File: src/rtl/adder32_result_stage_if.sv
// Handshake bundle between the adder, the result stage and its consumer.
interface adder32_result_stage_if #(
  parameter int WIDTH = 32
);
  // producer side (adder -> stage)
  logic             in_valid;
  logic             in_ready;
  logic [WIDTH-1:0] S;
  logic             Cout;
  logic             A_msb;
  logic             B_msb;
  // consumer side (stage -> consumer)
  logic             out_valid;
  logic             out_ready;
  logic [WIDTH-1:0] out_sum;
  logic             out_cout;
  logic             out_zero;
  logic             out_neg;
  logic             out_ovf;

  // the result stage itself
  modport slave (
    input  in_valid, S, Cout, A_msb, B_msb, out_ready,
    output in_ready, out_valid, out_sum, out_cout, out_zero, out_neg, out_ovf
  );

  // environment driving the stage (adder plus consumer)
  modport master (
    output in_valid, S, Cout, A_msb, B_msb, out_ready,
    input  in_ready, out_valid, out_sum, out_cout, out_zero, out_neg, out_ovf
  );
endinterface

File: src/rtl/adder32_result_stage.sv
// Registered 2-entry output buffer behind the 32-bit adder. Flags are
// derived once at capture time and travel with the sum; delivered results
// are counted in wrap-around statistics counters.
module adder32_result_stage #(
  parameter int WIDTH = 32,
  parameter int CNT_W = 16
) (
  input  logic                  clk,
  input  logic                  rst,
  adder32_result_stage_if.slave bus,
  input  logic                  clr_counts,
  output logic [CNT_W-1:0]      res_count,
  output logic [CNT_W-1:0]      cout_count
);

  typedef struct packed {
    logic [WIDTH-1:0] sum;
    logic             cout;
    logic             zero;
    logic             neg;
    logic             ovf;
  } entry_t;

  typedef enum logic [1:0] {EMPTY, ONE, FULL} state_t;

  state_t     state_q, state_d;
  entry_t     head_q, head_d;
  entry_t     tail_q, tail_d;
  entry_t     new_e;
  logic [CNT_W-1:0] res_q, res_d;
  logic [CNT_W-1:0] cout_q, cout_d;
  logic       in_ready, out_valid;
  logic       push, pop;

  assign push = bus.in_valid & in_ready;
  assign pop  = out_valid & bus.out_ready;

  // Build the entry for the incoming result, flags included
  always_comb begin
    new_e      = '0;
    new_e.sum  = bus.S;
    new_e.cout = bus.Cout;
    new_e.zero = (bus.S == '0);
    new_e.neg  = bus.S[WIDTH-1];
    // same-sign operands producing a different-sign sum
    new_e.ovf  = (bus.A_msb == bus.B_msb) & (bus.S[WIDTH-1] != bus.A_msb);
  end

  // State register
  always_ff @(posedge clk or posedge rst) begin
    if (rst) state_q <= EMPTY;
    else     state_q <= state_d;
  end

  // Next-state logic
  always_comb begin
    state_d = state_q;
    unique case (state_q)
      EMPTY: if (push) state_d = ONE;
      ONE: begin
        if (push && !pop)      state_d = FULL;
        else if (pop && !push) state_d = EMPTY;
      end
      FULL:  if (pop) state_d = ONE;
      default: state_d = EMPTY;
    endcase
  end

  // Handshake outputs decoded from state only (no out_ready -> in_ready path)
  always_comb begin
    in_ready  = (state_q != FULL);
    out_valid = (state_q != EMPTY);
  end

  // Entry steering: head always feeds out_*, tail only holds the second result
  always_comb begin
    head_d = head_q;
    tail_d = tail_q;
    unique case (state_q)
      EMPTY: if (push) head_d = new_e;
      ONE: begin
        if (push && pop) head_d = new_e;
        else if (push)   tail_d = new_e;
      end
      FULL:  if (pop) head_d = tail_q;
      default: ;
    endcase
  end

  // Entry storage
  always_ff @(posedge clk or posedge rst) begin
    if (rst) begin
      head_q <= '0;
      tail_q <= '0;
    end else begin
      head_q <= head_d;
      tail_q <= tail_d;
    end
  end

  // Counter next-state: clear beats a same-cycle increment
  always_comb begin
    res_d  = res_q;
    cout_d = cout_q;
    if (clr_counts) begin
      res_d  = '0;
      cout_d = '0;
    end else if (pop) begin
      res_d = res_q + 1'b1;
      if (head_q.cout) cout_d = cout_q + 1'b1;
    end
  end

  // Statistics counters, wrapping
  always_ff @(posedge clk or posedge rst) begin
    if (rst) begin
      res_q  <= '0;
      cout_q <= '0;
    end else begin
      res_q  <= res_d;
      cout_q <= cout_d;
    end
  end

  assign bus.in_ready  = in_ready;
  assign bus.out_valid = out_valid;
  assign bus.out_sum   = head_q.sum;
  assign bus.out_cout  = head_q.cout;
  assign bus.out_zero  = head_q.zero;
  assign bus.out_neg   = head_q.neg;
  assign bus.out_ovf   = head_q.ovf;
  assign res_count     = res_q;
  assign cout_count    = cout_q;

endmodule

File: src/flat_wrapper.sv
// flat-port wrapper written by rule: the top's interface ports become plain ports
module adder32_result_stage_flat 
#(
  parameter int WIDTH = 32,
  parameter int CNT_W = 16
)
  (clk, rst, clr_counts, res_count, cout_count, bus_in_valid, bus_S, bus_Cout, bus_A_msb, bus_B_msb, bus_out_ready, bus_in_ready, bus_out_valid, bus_out_sum, bus_out_cout, bus_out_zero, bus_out_neg, bus_out_ovf);
  adder32_result_stage_if #(.WIDTH(WIDTH)) bus_i ();
  input  logic clk;
  input  logic rst;
  input  logic clr_counts;
  output logic [CNT_W-1:0] res_count;
  output logic [CNT_W-1:0] cout_count;
  input wire logic [$bits(bus_i.in_valid)-1:0] bus_in_valid;
  input wire logic [$bits(bus_i.S)-1:0] bus_S;
  input wire logic [$bits(bus_i.Cout)-1:0] bus_Cout;
  input wire logic [$bits(bus_i.A_msb)-1:0] bus_A_msb;
  input wire logic [$bits(bus_i.B_msb)-1:0] bus_B_msb;
  input wire logic [$bits(bus_i.out_ready)-1:0] bus_out_ready;
  output wire logic [$bits(bus_i.in_ready)-1:0] bus_in_ready;
  output wire logic [$bits(bus_i.out_valid)-1:0] bus_out_valid;
  output wire logic [$bits(bus_i.out_sum)-1:0] bus_out_sum;
  output wire logic [$bits(bus_i.out_cout)-1:0] bus_out_cout;
  output wire logic [$bits(bus_i.out_zero)-1:0] bus_out_zero;
  output wire logic [$bits(bus_i.out_neg)-1:0] bus_out_neg;
  output wire logic [$bits(bus_i.out_ovf)-1:0] bus_out_ovf;
  assign bus_i.in_valid = bus_in_valid;
  assign bus_i.S = bus_S;
  assign bus_i.Cout = bus_Cout;
  assign bus_i.A_msb = bus_A_msb;
  assign bus_i.B_msb = bus_B_msb;
  assign bus_i.out_ready = bus_out_ready;
  assign bus_in_ready = bus_i.in_ready;
  assign bus_out_valid = bus_i.out_valid;
  assign bus_out_sum = bus_i.out_sum;
  assign bus_out_cout = bus_i.out_cout;
  assign bus_out_zero = bus_i.out_zero;
  assign bus_out_neg = bus_i.out_neg;
  assign bus_out_ovf = bus_i.out_ovf;
  adder32_result_stage #(.WIDTH(WIDTH), .CNT_W(CNT_W)) u_core (.clk(clk), .rst(rst), .bus(bus_i), .clr_counts(clr_counts), .res_count(res_count), .cout_count(cout_count));
endmodule
File: config.mk
export PLATFORM = sky130hd
export DESIGN_NAME = adder32_result_stage_flat
export DESIGN_NICKNAME = d
export VERILOG_FILES = /design/src/rtl/adder32_result_stage_if.sv /design/src/rtl/adder32_result_stage.sv /design/src/flat_wrapper.sv
export SDC_FILE = /design/constraint.sdc
export NUM_CORES = 1
export LEC_CHECK = 0
export CELL_PAD_IN_SITES_DETAIL_PLACEMENT = 0
export CELL_PAD_IN_SITES_GLOBAL_PLACEMENT = 2
export CORE_MARGIN = 3
export CORE_UTILIZATION = 31
export DETAILED_ROUTE_END_ITERATION = 6
export PLACE_DENSITY_LB_ADDON = 0.2
export SYNTH_ARGS = -nofsm -noshare
export SYNTH_HDL_FRONTEND = slang
export SYNTH_SLANG_ARGS = --single-unit
File: constraint.sdc
create_clock -name clk -period 5.68 [get_ports clk]
set_clock_uncertainty 0.1 [all_clocks]
set_input_delay 1.704 -clock clk [delete_from_list [all_inputs] [get_ports clk]]
set_output_delay 1.704 -clock clk [all_outputs]
set_load 0.005 [all_outputs]
==> flow_metrics.tcl <==
set metrics [dict create \
    outcome "complete, no violations" \
    antenna_cells 0 \
    hold_viol 0 \
    drv_slew 0 \
    yosysTopAreaCell "dfrtp_1" \
    die_h_um 129.3 \
    die_area_sq_um 16720 \
    hold_class "flop to flop" \
    synth_flop_cell "dfrtp_1" \
    grt_use_total_pct 14.97 \
    hpwl_um 7905 \
    cts_root_buf "clkbuf_16" \
    p_leak_nw 2.491 \
    p_sw_w 0.0007613 \
    required_ns 3.88 \
    yosys_warnings 0 \
    post-route-period-util_pct 68.35 \
    path_cells "nor2b_4 -> buf_4 -> inv_2 -> clkdlybuf4s50_1" \
    reg2reg_slack_ns 3.31 \
    numCtsBuffers 9 \
    core_area_sq_um 14700 \
    drive_gt1_share_pct 11.78 \
    synthDistinctLibCells 45 \
    syn-num-nets 505 \
    clkPwrFrac_pct 25.6 \
    overflow 0 \
    synth_cells 463 \
    clock-sinks 104 \
    cts_max_level 3 \
    peakVddDrop_mv 0.2768 \
    synth_area_sq_um 4712 \
    comb_power_share_pct 30.0 \
    rows 44 \
    clk_latency_ns 0.35 \
    drt_iter0_markers 207 \
    syn_area_per_cell_sq_um 10.18 \
    synth-seq-cells 104 \
    cts_hold_buf 0 \
    startpoint_type "flop" \
    dr.pass1.iters 4 \
    worst-slew-pin-transition_ns 1.091 \
    crit_path_end_kind "primary output" \
    drc_errors 0 \
    gp_congestion 0.7300 \
    max_freq_mhz 257.6 \
    ys_seq_area_share_pct 55.23 \
    path_delay_family "buffers and inverters" \
    clk_pin_slew_ns 0.07 \
    path_class "flop to primary output" \
    p_seq_share_pct 44.4 \
    cts_resized 0 \
    crit_arrival_ns 2.08 \
    async_flop_share_pct 100.0 \
    area_delta_synth_final_pct 33.67 \
    worstPathBufferInverterCount 3 \
    grt_pass1_vias 3748 \
    worst-r2r-cell-count 3 \
    r2r_end "u_core.tail_q[28]" \
    ant_nets 0 \
    worst-path-max-fanout 36 \
    die_w_um 129.3 \
    finalPower_w 0.002622 \
    final_nets 606 \
    critPathSlowestCell "dfrtp_1" \
    floorplan.initialDensity_pct 32.06 \
    avgRoutedWirePerCell_um 15.72 \
    hold_start "u_core.tail_q[21]" \
    grt_max_degree 48 \
    powerDensity_nw_per_um2 416.4 \
    cts_tree "yes" \
    synth_top_area_share_pct 55.23 \
    routed_wl_um 11840 \
    postCtsSetupBuffers 0 \
    min_period_ns 3.882 \
    clockBufferDepth 2 \
    mostFrequentLayoutCells "clkdlybuf4s50_1 (109), dfrtp_1 (104), nand2_1 (81)" \
    tns_ns 0 \
    grt_antenna_before_repair 0 \
    vias 3740 \
    io_pins 110 \
    layout_commonest_cell "clkdlybuf4s50_1" \
    vias_per_cell 4.967 \
    critPathMaxStageDelay_ns 0.59 \
    grt_pass1_wl_um 19780 \
    power.internal_w 0.001861 \
    r2r-start "u_core.state_q[1]" \
    min_path_cells 1 \
    max_cap_viol_count 0 \
    finalSetupViolCount 0 \
    synthTopCellsByArea "dfrtp_1 (55%), mux2_2 (8.1%), nand2_1 (6.5%)" \
    rsz0062_at_grt "false" \
    synth_edf_count 0 \
    io_buffers 109 \
    holdWs_ns 0.3948 \
    p_sw_share_pct 29.03 \
    whs_endpoint "u_core.tail_q[21]" \
    max_slew_margin_pct 27.09 \
]
-- worst reg2reg max path: cells and delay by family, from the launching register on --
family           cells  cell delay [ns]
flip-flops           1             0.53
multiplexers         1             0.43
AND/OR/NAND/NOR      2             1.20
-- cells in the mapped netlist, drive strengths merged (8+ instances only) --
master  count
clkbuf      9
nand2      81
o21ai      10
nor4       14
dfrtp     104
a21oi      17
nor2       59
or3         9
buf        16
xnor2      11
nand4       8
a31oi      33
mux2       37
-- cell type report --
type | instances | area, sq um
clock buffers | 10 | 239.0
clock inverters | 6 | 82.58
fillers | 1413 | 8401
inverters | 6 | 25.02
multi-input cells | 328 | 1983
flip-flops and latches | 104 | 2603
well taps | 184 | 230.2
repair buffers | 115 | 1136
-- worst max-delay path by stage --
stage,from,endpoint,depth (start not counted)
6_report,u_core.state_q[1],bus_in_ready,4
5_1_grt,u_core.state_q[1],bus_in_ready,4
4_1_cts,u_core.state_q[1],bus_in_ready,4
3_5_place_dp,bus_out_ready,u_core.tail_q[13],4
3_3_place_gp,bus_out_ready,u_core.tail_q[6],4
2_1_floorplan,rst,u_core.bus.out_cout,1
-- routing by layer --
| metal | track usage, % | up-vias | part of all wire, % |
|---|---|---|---|
| met1 | 19.82 | 1831 | 47 |
| met3 | 4.617 | 8 | 4.5 |
| met4 | 3.521 | 0 | 0.94 |
| met5 | 0 | - | 0 |
| met2 | 24.15 | 82 | 47 |
| li1 | - | 1819 | - |
-- registers in the layout, indices dropped and copies added (netlist names) --
register	count
u_core.state_q	2
u_core.tail_q	35
u_core.bus.out_cout	1
u_core.bus.out_neg	1
u_core.bus.out_ovf	1
u_core.bus.out_zero	1
u_core.bus.out_sum	31
u_core.cout_count	16
u_core.res_count	16
-- power by group through the flow --
stage	combinational (W)	sequential (W)	clock [W]
5_1_grt	0.000869	0.00120	0.000727
4_1_cts	0.000805	0.00116	0.000696
6_report	0.000786	0.00117	0.000671
3_3_place_gp	0.000789	0.00117	0
3_5_place_dp	0.000804	0.00117	0
2_1_floorplan	0.000404	0.00114	0
-- stage by stage --
step | utilization (%) | instances | cell area (sq um) | setup slack (ns)
floorplan | - | 463 | 4712 | 1.144
global placement | 40.66 | 737 | 5977 | 1.539
detailed placement | 40.66 | 737 | 5977 | 1.474
CTS | 42.85 | 753 | 6299 | 1.779
global route | 42.85 | 753 | 6299 | 1.659
finish | 42.85 | 753 | 6299 | 1.798
-- cell families (layout without fill, tap and decap cells) --
group	Yosys count	in the layout	synth area share [%]
mux	37	37	8.842
flops	104	104	55.23
fa+ha+maj	2	2	0.5310
buf+inv	31	137	3.186
compound gates	75	75	10.28
xor+xnor	17	17	3.160
simple gates	197	197	18.77
Note: power is estimated with default switching activity, not from simulation.
